[config.mk]
export PLATFORM = sky130hd
export DESIGN_NAME = storage_load_sequencer
export DESIGN_NICKNAME = d
export VERILOG_FILES = /design/src/rtl/storage_load_sequencer_pkg.sv /design/src/rtl/storage_load_sequencer_row_layer_counter.sv /design/src/rtl/storage_load_sequencer.sv
export SDC_FILE = /design/constraint.sdc
export NUM_CORES = 1
export LEC_CHECK = 0
export ABC_AREA = 0
export BUFFER_PORTS_ARGS = -buffer_cell sky130_fd_sc_hd__buf_2
export CORE_UTILIZATION = 25
export CTS_BUF_LIST = sky130_fd_sc_hd__clkbuf_4
export DETAILED_ROUTE_END_ITERATION = 10
export GPL_TIMING_DRIVEN = 0
export PLACE_DENSITY = 0.43
export REMOVE_ABC_BUFFERS = 1
export SLEW_MARGIN = 20
export SYNTH_ARGS = -nofsm -noshare
export SYNTH_HDL_FRONTEND = slang
export SYNTH_SLANG_ARGS = --single-unit
[constraint.sdc]
create_clock -name clk_clk -period 2.75 [get_ports clk_clk]
set_input_delay 0.275 -clock clk_clk [delete_from_list [all_inputs] [get_ports clk_clk]]
set_output_delay 0.275 -clock clk_clk [all_outputs]
set_load 0.01 [all_outputs]
[src/rtl/storage_load_sequencer_pkg.sv]
// Shared types for the storage load sequencer: host word tags, command opcodes,
// sequencer states and sticky error bit positions.
package storage_loader_pkg;

  typedef enum logic [1:0] {
    TAG_CODE  = 2'd0,
    TAG_INPUT = 2'd1,
    TAG_LABEL = 2'd2,
    TAG_CMD   = 2'd3
  } tag_e;

  typedef enum logic [1:0] {
    OP_CLEAR = 2'd0,
    OP_START = 2'd1,
    OP_STOP  = 2'd2,
    OP_NOP   = 2'd3
  } op_e;

  typedef enum logic [1:0] {
    ST_IDLE    = 2'd0,
    ST_LOC_RST = 2'd1,
    ST_CODE_EN = 2'd2,
    ST_RUN     = 2'd3
  } state_e;

  localparam int ERR_CODE  = 0;
  localparam int ERR_INPUT = 1;
  localparam int ERR_LABEL = 2;

endpackage

[src/rtl/storage_load_sequencer_row_layer_counter.sv]
// Row/layer address generator for one row-oriented storage stream; the layer
// index saturates at LAYERS, which is reported as full.
module row_layer_counter #(
  parameter int ROWS   = 16,
  parameter int LAYERS = 8,
  parameter int IDX_W  = 32
) (
  input  logic             clk,
  input  logic             rst_n,
  input  logic             inc,
  input  logic             clear,
  output logic [IDX_W-1:0] row,
  output logic [IDX_W-1:0] layer,
  output logic             full
);

  logic [IDX_W-1:0] row_r;
  logic [IDX_W-1:0] layer_r;

  // Row advances per write and wraps into the next layer
  always_ff @(posedge clk or negedge rst_n) begin
    if (!rst_n) begin
      row_r   <= {IDX_W{1'b0}};
      layer_r <= {IDX_W{1'b0}};
    end else if (clear) begin
      row_r   <= {IDX_W{1'b0}};
      layer_r <= {IDX_W{1'b0}};
    end else if (inc && !full) begin
      if (row_r == IDX_W'(ROWS - 1)) begin
        row_r   <= {IDX_W{1'b0}};
        layer_r <= layer_r + IDX_W'(1);
      end else begin
        row_r   <= row_r + IDX_W'(1);
        layer_r <= layer_r;
      end
    end else begin
      row_r   <= row_r;
      layer_r <= layer_r;
    end
  end

  assign row   = row_r;
  assign layer = layer_r;
  assign full  = (layer_r == IDX_W'(LAYERS));

endmodule

[src/rtl/storage_load_sequencer.sv]
// Host word stream to storage write pulses plus run sequencing for data_path.
// Optional sticky overflow flags and err port: define STORAGE_LOADER_ERR_EN.
module storage_load_sequencer
  import storage_loader_pkg::*;
#(
  parameter int DATA_W     = 48,
  parameter int CODE_W     = 12,
  parameter int IDX_W      = 32,
  parameter int CODE_DEPTH = 256,
  parameter int ROWS       = 16,
  parameter int LAYERS     = 8
) (
  input  logic              clk_clk,
  input  logic              reset_reset_n,
  input  logic              s_valid,
  output logic              s_ready,
  input  logic [1:0]        s_tag,
  input  logic [DATA_W-1:0] s_data,
  input  logic              ctrl_done,
  output logic [IDX_W-1:0]  code_write_line,
  output logic [CODE_W-1:0] code_write_data,
  output logic              code_is_write,
  output logic [IDX_W-1:0]  input_write_layer_index,
  output logic [IDX_W-1:0]  input_write_row_index,
  output logic [DATA_W-1:0] input_write_data,
  output logic              input_is_write,
  output logic [IDX_W-1:0]  label_write_layer_index,
  output logic [IDX_W-1:0]  label_write_row_index,
  output logic [DATA_W-1:0] label_write_data,
  output logic              label_is_write,
  output logic              locator_reset,
  output logic              code_storage_enable,
  output logic              controller_enable,
  output logic              busy
`ifdef STORAGE_LOADER_ERR_EN
  ,
  output logic [2:0]        err
`endif
);

  state_e            state_r, state_next_s;
  tag_e              tag_s;
  op_e               op_s;
  logic              accept_s, clear_s;
  logic              code_wr_s, input_wr_s, label_wr_s, code_full_s;
  logic [IDX_W-1:0]  cl_r;
  logic [IDX_W-1:0]  input_row_s, input_layer_s, label_row_s, label_layer_s;
  logic              input_full_s, label_full_s;
  logic              s_ready_r, busy_r, locator_reset_r;
  logic              code_storage_enable_r, controller_enable_r;
  logic              code_is_write_r, input_is_write_r, label_is_write_r;
  logic [IDX_W-1:0]  code_write_line_r;
  logic [CODE_W-1:0] code_write_data_r;
  logic [IDX_W-1:0]  input_layer_r, input_row_r, label_layer_r, label_row_r;
  logic [DATA_W-1:0] input_data_r, label_data_r;

  assign accept_s    = s_valid & s_ready_r;
  assign tag_s       = tag_e'(s_tag);
  assign op_s        = op_e'(s_data[1:0]);
  assign code_full_s = (cl_r == IDX_W'(CODE_DEPTH));

  // Beat decode and next-state selection
  always_comb begin
    state_next_s = state_r;
    clear_s      = 1'b0;
    code_wr_s    = 1'b0;
    input_wr_s   = 1'b0;
    label_wr_s   = 1'b0;
    case (state_r)
      ST_IDLE: begin
        if (accept_s) begin
          case (tag_s)
            TAG_CODE:  code_wr_s  = ~code_full_s;
            TAG_INPUT: input_wr_s = ~input_full_s;
            TAG_LABEL: label_wr_s = ~label_full_s;
            TAG_CMD: begin
              clear_s = (op_s == OP_CLEAR);
              if (op_s == OP_START) state_next_s = ST_LOC_RST;
              else                  state_next_s = ST_IDLE;
            end
            default: state_next_s = ST_IDLE;
          endcase
        end else begin
          state_next_s = ST_IDLE;
        end
      end
      ST_LOC_RST: state_next_s = ST_CODE_EN;
      ST_CODE_EN: state_next_s = ST_RUN;
      ST_RUN: begin
        // Data beats in RUN are acked and dropped; only STOP or ctrl_done end the run
        if (ctrl_done || (accept_s && tag_s == TAG_CMD && op_s == OP_STOP)) state_next_s = ST_IDLE;
        else                                                               state_next_s = ST_RUN;
      end
      default: state_next_s = ST_IDLE;
    endcase
  end

  // State register and state-derived control outputs
  always_ff @(posedge clk_clk or negedge reset_reset_n) begin
    if (!reset_reset_n) begin
      state_r               <= ST_IDLE;
      s_ready_r             <= 1'b0;
      busy_r                <= 1'b0;
      locator_reset_r       <= 1'b0;
      code_storage_enable_r <= 1'b0;
      controller_enable_r   <= 1'b0;
    end else begin
      state_r               <= state_next_s;
      s_ready_r             <= (state_next_s == ST_IDLE) || (state_next_s == ST_RUN);
      busy_r                <= (state_next_s != ST_IDLE);
      locator_reset_r       <= (state_r == ST_LOC_RST);
      code_storage_enable_r <= (state_next_s == ST_RUN);
      controller_enable_r   <= (state_r == ST_RUN) && (state_next_s == ST_RUN);
    end
  end

  // Code line counter and code write port
  always_ff @(posedge clk_clk or negedge reset_reset_n) begin
    if (!reset_reset_n) begin
      cl_r              <= {IDX_W{1'b0}};
      code_is_write_r   <= 1'b0;
      code_write_line_r <= {IDX_W{1'b0}};
      code_write_data_r <= {CODE_W{1'b0}};
    end else begin
      if (clear_s)        cl_r <= {IDX_W{1'b0}};
      else if (code_wr_s) cl_r <= cl_r + IDX_W'(1);
      else                cl_r <= cl_r;
      code_is_write_r <= code_wr_s;
      if (code_wr_s) begin
        code_write_line_r <= cl_r;
        code_write_data_r <= s_data[CODE_W-1:0];
      end
    end
  end

  row_layer_counter #(.ROWS(ROWS), .LAYERS(LAYERS), .IDX_W(IDX_W)) u_input_cnt (
    .clk(clk_clk), .rst_n(reset_reset_n), .inc(input_wr_s), .clear(clear_s),
    .row(input_row_s), .layer(input_layer_s), .full(input_full_s)
  );

  row_layer_counter #(.ROWS(ROWS), .LAYERS(LAYERS), .IDX_W(IDX_W)) u_label_cnt (
    .clk(clk_clk), .rst_n(reset_reset_n), .inc(label_wr_s), .clear(clear_s),
    .row(label_row_s), .layer(label_layer_s), .full(label_full_s)
  );

  // Input and label write ports capture the pre-increment address
  always_ff @(posedge clk_clk or negedge reset_reset_n) begin
    if (!reset_reset_n) begin
      input_is_write_r <= 1'b0;
      input_layer_r    <= {IDX_W{1'b0}};
      input_row_r      <= {IDX_W{1'b0}};
      input_data_r     <= {DATA_W{1'b0}};
      label_is_write_r <= 1'b0;
      label_layer_r    <= {IDX_W{1'b0}};
      label_row_r      <= {IDX_W{1'b0}};
      label_data_r     <= {DATA_W{1'b0}};
    end else begin
      input_is_write_r <= input_wr_s;
      label_is_write_r <= label_wr_s;
      if (input_wr_s) begin
        input_layer_r <= input_layer_s;
        input_row_r   <= input_row_s;
        input_data_r  <= s_data;
      end
      if (label_wr_s) begin
        label_layer_r <= label_layer_s;
        label_row_r   <= label_row_s;
        label_data_r  <= s_data;
      end
    end
  end

`ifdef STORAGE_LOADER_ERR_EN
  logic [2:0] ovf_s;
  logic [2:0] err_r;

  // Dropped-beat detection per stream
  always_comb begin
    ovf_s = 3'b000;
    if (accept_s) begin
      case (tag_s)
        TAG_CODE:  ovf_s[ERR_CODE]  = (state_r == ST_RUN) | code_full_s;
        TAG_INPUT: ovf_s[ERR_INPUT] = (state_r == ST_RUN) | input_full_s;
        TAG_LABEL: ovf_s[ERR_LABEL] = (state_r == ST_RUN) | label_full_s;
        default:   ovf_s = 3'b000;
      endcase
    end else begin
      ovf_s = 3'b000;
    end
  end

  // Sticky overflow flags
  always_ff @(posedge clk_clk or negedge reset_reset_n) begin
    if (!reset_reset_n) err_r <= 3'b000;
    else if (clear_s)   err_r <= 3'b000;
    else                err_r <= err_r | ovf_s;
  end

  assign err = err_r;
`endif

  assign s_ready                 = s_ready_r;
  assign busy                    = busy_r;
  assign locator_reset           = locator_reset_r;
  assign code_storage_enable     = code_storage_enable_r;
  assign controller_enable       = controller_enable_r;
  assign code_is_write           = code_is_write_r;
  assign code_write_line         = code_write_line_r;
  assign code_write_data         = code_write_data_r;
  assign input_is_write          = input_is_write_r;
  assign input_write_layer_index = input_layer_r;
  assign input_write_row_index   = input_row_r;
  assign input_write_data        = input_data_r;
  assign label_is_write          = label_is_write_r;
  assign label_write_layer_index = label_layer_r;
  assign label_write_row_index   = label_row_r;
  assign label_write_data        = label_data_r;

endmodule

# [Yosys cells after proc, flatten, opt, wreduce, memory -nomap -nowiden]
# Cells that the tools add are included.
# Widths: inputs -> output; s select.
[totals] regBits=438 elab_cells=97
[op_classes] add_sub_neg=5 eq_ne=14 muxes=31 bitwise=4 reduce_logical=21
[ops] op="$mux 32" count=14
[ops] op="$add 32x1->32 const B" count=5
[ops] op="$eq 32x4->1 const B" count=4
[ops] op="$eq 32x9->1 const B" count=1
[ops] op="$mux 1" count=13
[ops] op="$eq 2x2->1 const B" count=6
[ops] op="$reduce_bool 2->1" count=6
[ops] op="$logic_not 2->1" count=4
[ops] op="$pmux 2 s4" count=1
[ops] op="$eq 2x1->1 const B" count=3
[ops] op="$mux 2" count=3
[ops] op="$logic_and 1x1->1" count=5
[ops] op="$reduce_and 2->1" count=2
[ops] op="$not 1->1" count=3
[ops] op="$logic_not 1->1" count=2
[ops] op="$logic_or 1x1->1" count=2
[ops] op="$and 1x1->1" count=1

# [Depth between registers and ports, before layout]
# Gate-level depths: netlist of run 1.
[logic_depth] word_depth=8 mapped_depth=11 mapped_depth_nobuf=9

# [Cells and area by module]
# From an unflattened synthesis of run 1, not the netlist that was laid out.
[unflattened] cells_unflattened=2126 area_unflattened_um2=19892.8
[by_module_without_submodules] module="storage_load_sequencer" instances=1 cells_each=1286 area_per_inst_um2=12431.9
[by_module_without_submodules] module="row_layer_counter (u_label_cnt)" instances=1 cells_each=441 area_per_inst_um2=3873.7
[by_module_without_submodules] module="row_layer_counter (u_input_cnt)" instances=1 cells_each=399 area_per_inst_um2=3587.2

# [Worst setup path before layout of run 1]
# No wires, ideal clock.
[synth_timing] path_type="flip-flop to flip-flop" start="register u_input_cnt.layer_r[0] (netlist: u_input_cnt.layer[0])" end="register u_input_cnt.row_r[18] (netlist: u_input_cnt.row[18])" setup_ps=121 arrival_ps=1988 required_time_ps=2629 path_slack_ps=641 path_stages_with_launch=11 path_buffers=1 cell_sequence="dfrtp_1 inv_1 ha_1 nor4b_1 nand4_1 o21ai_4 inv_4 buf_2 o211ai_1 xor2_1 nor2_1"
[synth_between] elab_chain_len=7 elab_cells_between_ends=8
[synth_rtl] element="start: declaration" line="storage_load_sequencer_row_layer_counter.sv:18" source="logic [IDX_W-1:0] layer_r;"
[synth_rtl] element="start signal: assignment" line="storage_load_sequencer_row_layer_counter.sv:24" source="layer_r <= {IDX_W{1'b0}};"
[synth_rtl] element="start signal: assignment" line="storage_load_sequencer_row_layer_counter.sv:27" source="layer_r <= {IDX_W{1'b0}};"
[synth_rtl] element="start signal: assignment" line="storage_load_sequencer_row_layer_counter.sv:31" source="layer_r <= layer_r + IDX_W'(1);"
[synth_rtl] element="$eq 32x4->1 (*)" line="storage_load_sequencer_row_layer_counter.sv:44" source="assign full = (layer_r == IDX_W'(LAYERS));"
[synth_rtl] element="$not 1->1" line="storage_load_sequencer.sv:74" source="TAG_INPUT: input_wr_s = ~input_full_s;"
[synth_rtl] element="$mux 1" line="storage_load_sequencer.sv:72" source="case (tag_s)"
[synth_rtl] element="$mux 1" line="storage_load_sequencer.sv:71" source="if (accept_s) begin"
[synth_rtl] element="$mux 1" line="storage_load_sequencer.sv:69" source="case (state_r)"
[synth_rtl] element="$logic_and 1x1->1 (*)" line="storage_load_sequencer_row_layer_counter.sv:28" source="end else if (inc && !full) begin"
[synth_rtl] element="$reduce_bool 2->1 (no source line) (*)"
[synth_rtl] element="end signal: assignment" line="storage_load_sequencer_row_layer_counter.sv:26" source="row_r <= {IDX_W{1'b0}};"
[synth_rtl] element="end signal: assignment" line="storage_load_sequencer_row_layer_counter.sv:30" source="row_r <= {IDX_W{1'b0}};"
[synth_rtl] element="end signal: assignment" line="storage_load_sequencer_row_layer_counter.sv:33" source="row_r <= row_r + IDX_W'(1);"
[synth_rtl] element="end: declaration" line="storage_load_sequencer_row_layer_counter.sv:17" source="logic [IDX_W-1:0] row_r;"
# Mark *: on every way between the ends. The rest lies on a longest branch, timed or not.
# A chain may end at the register's enable or synchronous reset.

# [Worst setup path in the final report of run 1]
[layout_timing] start="register u_label_cnt.row_r[18] (netlist: u_label_cnt.row[18])" end="register u_label_cnt.layer_r[30] (netlist: u_label_cnt.layer[30])"
[layout_between] elab_chain_len=3
[layout_rtl] element="start: declaration" line="storage_load_sequencer_row_layer_counter.sv:17"
[layout_rtl] element="start signal: assignment" line="storage_load_sequencer_row_layer_counter.sv:23" source="row_r <= {IDX_W{1'b0}};"
[layout_rtl] element="start signal: assignment" line="storage_load_sequencer_row_layer_counter.sv:26"
[layout_rtl] element="start signal: assignment" line="storage_load_sequencer_row_layer_counter.sv:30"
[layout_rtl] element="$eq 32x4->1" line="storage_load_sequencer_row_layer_counter.sv:29" source="if (row_r == IDX_W'(ROWS - 1)) begin"
[layout_rtl] element="$reduce_bool 2->1 (no source line)"
[layout_rtl] element="$reduce_and 2->1 (no source line)"
[layout_rtl] element="end signal: assignment" line="storage_load_sequencer_row_layer_counter.sv:27"
[layout_rtl] element="end signal: assignment" line="storage_load_sequencer_row_layer_counter.sv:31"
[layout_rtl] element="end signal: assignment" line="storage_load_sequencer_row_layer_counter.sv:34" source="layer_r <= layer_r;"
[layout_rtl] element="end: declaration" line="storage_load_sequencer_row_layer_counter.sv:18"
# Every way passes these cells.

==> results_dict.tcl, run 1 <==
set metrics [dict create \
    status "complete, no violations" \
    p_clk_frac 0.355 \
    slew_violations 0 \
    ys.flop_type "dfrtp_1" \
    globalRouteMet3Util 0.04587 \
    grt_max_degree 95 \
    layout-drive-gt1-share 0.2408 \
    end_kind "flip-flop" \
    start_util 0.2535 \
    finalHoldViolations 0 \
    min_path_type "in2reg" \
    grt_pass1_wl_mm 102.7 \
    peakVddDrop_mv 0.3742 \
    ys_seq_area_frac 0.5675 \
    grt_util_met2 0.2667 \
    grtUsageTotal 0.1674 \
    max_freq_mhz 370.8 \
    min_period_ps 2697 \
    cp.required_ps 3570 \
    slowest_stage "nor2_4" \
    path_cells "nor4_1 > nand4_1 > nor2_4 > nand2_2 > or3_1 > a21oi_1" \
    post-route-period-util 0.9808 \
    mappedNetlistArea_sq_mm 0.01931 \
    ys_seq_elements 438 \
    rsz0062_at_grt "true" \
    synth_area_per_cell_sq_um 9.034 \
    cts_sinks 438 \
    numCtsBuffers 133 \
    most-common-layout-cells "nand2_1, dfrtp_1, buf_2" \
    synth_cell_types 60 \
    pwr-share-comb 0.191 \
    hpwlAfterDp_mm 40.92 \
    powerDensity_mw_per_mm2 691.6 \
    netlist_instances 2138 \
    path_clk_slew_ps 60 \
    p_leak_nw 13.30 \
    tightest_slew_ps 854.0 \
    viasPerCell 4.542 \
    wire_per_inst_microns 17.35 \
    fill_cells 7977 \
    timing_worst_setup_path_type "reg2reg" \
    p_sw_frac 0.3134 \
    die_w_microns 280.0 \
    setup_tns_ps 0 \
    dieArea_sq_mm 0.07837 \
    h-tree-depth 4 \
    crit_arrival_ps 3520 \
    cts_tree "built" \
    layout.nets 2732 \
    vias 17210 \
    met1_usage 0.2155 \
    drc_errors 0 \
    first_pass_iters 5 \
    seqPwrFrac 0.454 \
    worstSetupStartpointType "flip-flop" \
    rrSetupSlack_ps 50 \
    detailedRoute.firstIterationViolations 928 \
    gp_congestion 0.7953 \
    clock_skew_ps 63.39 \
    setup_viol 0 \
    path_max_fanout 14 \
    final_common_cell "nand2_1" \
    cts_buffer_depth 3 \
    antenna_found_initial 2 \
    async_flop_share 1.000 \
    max_stage_delay_ps 540 \
    busiest_layer "met2" \
    p_int_mw 12.32 \
    cap_violations 0 \
    portBuffers 329 \
    std_cell_rows 101 \
    die_height_microns 280.0 \
    fin_area_sq_mm 0.02595 \
    clk_latency_ps 930 \
    relSlewSlack 0.4254 \
    drtAntennaViolNets 0 \
    place_area_sq_mm 0.02255 \
    cts_root_buf "clkbuf_4" \
    syn2layout_area_growth_pct 34.36 \
    grt_pass1_vias 17820 \
    finalWirelength_mm 65.73 \
    grt_overflow 0 \
    core_sq_mm 0.07620 \
    io-pin-count 330 \
    synth_enable_flop_cells 0 \
    ys_warn_count 0 \
    switchingPower_mw 5.625 \
]
cell usage after synthesis, types with 4 or more instances:
master / number / area, sq um
o31ai_1: 6 / 45.04
or3_1: 14 / 87.58
and4_1: 15 / 131.4
buf_4: 5 / 37.54
nand2b_1: 4 / 25.02
a21oi_1: 32 / 160.2
nor3_1: 40 / 200.2
buf_1: 23 / 86.33
xor2_1: 69 / 604.3
and2_1: 7 / 43.79
buf_2: 54 / 270.3
a211oi_1: 9 / 67.56
nand4_1: 62 / 387.9
dfrtp_1: 438 / 10960
xnor2_1: 49 / 429.2
nand2_1: 807 / 3029
nand3_1: 62 / 310.3
nor4b_1: 6 / 52.55
o211ai_1: 7 / 52.55
clkbuf_1: 29 / 108.9
o2111ai_1: 9 / 78.83
nor2_1: 153 / 574.3
inv_1: 32 / 120.1
and3_1: 28 / 175.2
o21ai_0: 60 / 300.3
ha_1: 10 / 125.1
nor4_1: 53 / 331.6
through the flow:
step	std cells	total power [mW]	util	setup slack (ps)	hold WS, ps
after floorplan	2024	9.682	-	-6594	-20.59
after global placement	3383	11.33	0.2851	-17490	455.7
after detailed placement	3418	11.48	0.2959	-1582	187.5
after CTS	3770	18.33	0.3387	0.9828	1.702
after global routing	3788	19.17	0.3406	-143.1	59.53
final	3788	17.95	0.3406	52.83	145.2
state kept, by name, summed over array words and instances, names as in the netlist:
register and cells:
label_write_layer_index 32, u_input_cnt.layer 32, u_label_cnt.row 32, input_write_data 48
label_write_data 48, state_r 2, u_input_cnt.row 32, label_is_write 1
controller_enable 1, locator_reset 1, code_storage_enable 1, input_is_write 1
code_is_write 1, busy 1, input_write_row_index 32, code_write_data 12
u_label_cnt.layer 32, label_write_row_index 32, code_write_line 32, cl_r 32
input_write_layer_index 32, s_ready 1
power groups by stage:
stage | Sequential (mW) | Combinational [mW] | Clock [mW]
floorplan | 8.63 | 1.05 | 0
global placement | 8.21 | 3.12 | 0
detailed placement | 8.24 | 3.24 | 0
CTS | 8.14 | 3.47 | 6.73
global route | 8.28 | 3.82 | 7.07
finish | 8.15 | 3.42 | 6.38
final timing paths:
kind | startpoint | end | cells after the start
setup / recovery | u_label_cnt.row[18] | u_label_cnt.layer[30] | 6
hold / removal | s_data[5] | label_write_data[5] | 4
setup reg to reg | u_label_cnt.row[18] | u_label_cnt.layer[30] | 6
hold reg to reg | input_write_data[26] | input_write_data[26] | 2
max in group asynchronous | reset_reset_n | u_label_cnt.row[9] | 6
min in group asynchronous | reset_reset_n | u_input_cnt.layer[28] | 4
cell type report:
cell class                      instances  area, sq um  share of cell area
Inverter                               35        178.9            0.006895
Multi-Input combinational cell       1554         7971              0.3072
Timing Repair Buffer                  504         3886              0.1498
Antenna cell                            1        2.502          0.00009643
Tap cell                             1030         1289             0.04966
Clock buffer                          189         1419             0.05467
Clock inverter                         35        215.2            0.008293
Sequential cell                       438        10970              0.4227
Timing Repair inverter                  2        20.02           0.0007714
worst max-delay path, delay by kind of cell (launching register included):
| kind | cells | cell delay (ps) |
|---|---|---|
| AND/OR/NAND/NOR | 5 | 2010 |
| flip-flops | 1 | 460 |
| AO/OA/AOI/OAI | 1 | 140 |
what timing repair did:
action,in CTS,in global routing
buffers inserted,18,16
hold buffers,100,0
pin swaps,15,14
resized for setup,43,17
endpoints found under the hold margin,402,0
cloned,11,3
endpoints found under the setup margin,396,98
cells by family after synthesis:
kind of cell | after synthesis | share of synthesized area
xor gates and xnor gates | 118 | 0.05351
adders and majority gates | 10 | 0.006478
muxes | 1 | 0.0005183
DFF | 438 | 0.5675
and+or+nand+nor | 1278 | 0.2895
AOI/OAI and AO/OA | 144 | 0.04846
buffers and inverters | 149 | 0.03407
per-layer routing:
layer / vias up / wire length (microns) / share of wire
li1: 8214 / - / -
met1: 8390 / 29370 / 0.45
met2: 493 / 30950 / 0.47
met3: 109 / 4038 / 0.061
met4: 0 / 1369 / 0.021
met5: - / 0 / 0
Power figures use the tool's default switching activity.
==> run 2, diff against run 1 <==
Settings changed: REMOVE_ABC_BUFFERS 1 to unset.
==> run 2 against run 1 <==
  * Wire length up 3.9%
  * Fmax up 2.4%
  * Combinational power about the same
  * Non-clock buffer count up 49
  * Via count up 0.92%
  * Clock power up 2%
  * Worst setup slack better by 63 ps
  * Die area unchanged
  * Clock-buffer cell count up 1
==> results_dict.tcl, run 2 (synthesis gave the netlist of run 1 again) <==
set metrics [dict create \
    status "complete, no violations" \
    max_freq_mhz 379.6 \
    first_pass_iters 5 \
    std_cell_rows 101 \
    clock_skew_ps 65.56 \
    rsz0062_at_grt "false" \
    grt_pass1_wl_mm 105.3 \
    post-route-period-util 0.9580 \
    finalWirelength_mm 68.29 \
    grt_max_degree 96 \
    numCtsBuffers 134 \
    grtUsageTotal 0.1759 \
    regArea_sq_mm 0.01096 \
    viasPerCell 4.536 \
    drtAntennaViolNets 0 \
    powerDensity_mw_per_mm2 714.5 \
    core_sq_mm 0.07620 \
    portBuffers 329 \
    seqPwrFrac 0.451 \
    vias 17360 \
    cp.required_ps 3620 \
    cts_sinks 438 \
    min_period_ps 2634 \
    switchingPower_mw 5.731 \
    cap_violations 0 \
    dp_slack_ps -646.7 \
    slew_violations 0 \
    multi_input_area_sq_mm 0.007774 \
    setup_viol 0 \
    die_height_microns 280.0 \
    gp_congestion 0.8367 \
    final_common_cell "nand2_1" \
    io-pin-count 330 \
    detailedRoute.firstIterationViolations 934 \
    pwr-share-comb 0.189 \
    path_clk_slew_ps 60 \
    dieArea_sq_mm 0.07837 \
    worstSetupStartpointType "flip-flop" \
    finalHoldViolations 0 \
    start_util 0.2535 \
    fill_cells 8099 \
    grt_pass1_vias 17950 \
    p_clk_frac 0.360 \
    end_kind "flip-flop" \
    peakVddDrop_mv 0.4557 \
    layout.nets 2777 \
    crit_arrival_ps 3500 \
    relSlewSlack 0.4228 \
    setup_tns_ps 0 \
    syn-num-nets 2202 \
    layout-drive-gt1-share 0.2368 \
    drc_errors 0 \
    path_max_fanout 10 \
    timing_worst_setup_path_type "reg2reg" \
    antenna_found_initial 3 \
    wire_per_inst_microns 17.84 \
    most-common-layout-cells "nand2_1, dfrtp_1, buf_2" \
    p_sw_frac 0.3169 \
    die_w_microns 280.0 \
    min_path_type "in2reg" \
    h-tree-depth 4 \
    p_int_mw 12.35 \
    clk_latency_ps 960 \
    grt_overflow 0 \
    fin_ws_ps 115.5 \
    syn2layout_area_growth_pct 31.04 \
    cts_buffer_depth 3 \
    p_leak_nw 13.11 \
    cts_root_buf "clkbuf_4" \
    cts_tree "built" \
    tightest_slew_ps 857.8 \
    hpwlAfterDp_mm 49.01 \
]
==> run 2: cell types whose count changed in the layout (fill, tap and decap cells not counted), sizes merged, moves of 4 or more <==
cell	delta
clkinv	-7
inv	-6
bufbuf	-7
buf	+10
clkbuf	+43
clkinvlp	+4
==> run 2: layer usage <==
layer / wire [microns] / track usage / up-vias
li1: - / - / 8306
met1: 30700 / 0.2269 / 8392
met2: 31670 / 0.2802 / 537
met3: 4171 / 0.04721 / 127
met4: 1732 / 0.06683 / 2
met5: 13 / 0 / -
==> run 2: layout make-up <==
cell class                 instances  share of cell area
tap                             1030             0.05092
clock buffer                     190             0.05635
multi-input combinational       1551              0.3071
antenna                            2           0.0001977
sequential                       438              0.4330
buffer                           113             0.02447
inverter                          35            0.005289
clock inverter                    29            0.009491
timing repair buffer             440              0.1131
==> run 2: worst max-delay path, stage by stage (launching register included) <==
cell and delay (ps):
dfrtp_1 430, nand4bb_1 390, nor3b_4 260, buf_4 180, o21ai_4 90, inv_2 70
buf_2 240, buf_2 350, buf_2 330, nand2_1 130, nand2_1 70
==> run 2: power by group through the flow <==
| stage | registers [mW] | logic, mW | clock network (mW) |
|---|---|---|---|
| after floorplan | 8.63 | 1.08 | 0 |
| after global placement | 8.23 | 3.28 | 0 |
| after detailed placement | 8.26 | 3.31 | 0 |
| after CTS | 8.16 | 3.47 | 6.82 |
| after global routing | 8.30 | 3.83 | 7.19 |
| final | 8.16 | 3.42 | 6.50 |
==> run 2: final timing paths <==
| path | startpoint | cells after the start | endpoint | slack, ps |
|---|---|---|---|---|
| worst max-delay path | state_r[0] | 10 | label_write_data[6] | 120 |
| worst min-delay path | s_data[24] | 4 | input_write_data[24] | 130 |
| worst max register to register | state_r[0] | 10 | label_write_data[6] | 120 |
| worst min register to register | label_write_layer_index[24] | 2 | label_write_layer_index[24] | 470 |
| max in group asynchronous | reset_reset_n | 6 | label_write_data[24] | 1170 |
| min in group asynchronous | reset_reset_n | 4 | input_write_layer_index[1] | 520 |
==> run 2: stage by stage <==
step	total power [mW]	std cells	util	hold WS (ps)	instance area [sq um]
global placement	11.52	3497	0.2920	455.8	22250
CTS	18.45	3826	0.3306	9.428	25190
floorplan	9.710	2138	-	-20.59	19310
finish	18.08	3828	0.3322	129.9	25310
detailed placement	11.57	3502	0.2939	339.7	22400
global route	19.32	3828	0.3322	77.87	25310
==> run 2: what timing repair did <==
action / in CTS / in global routing
hold buffers: 102 / 0
gates resized for setup: 25 / 49
pin swaps: 3 / 3
hold endpoints to repair: 476 / 0
setup buffers: 3 / 1
endpoints found under the setup margin: 323 / 293
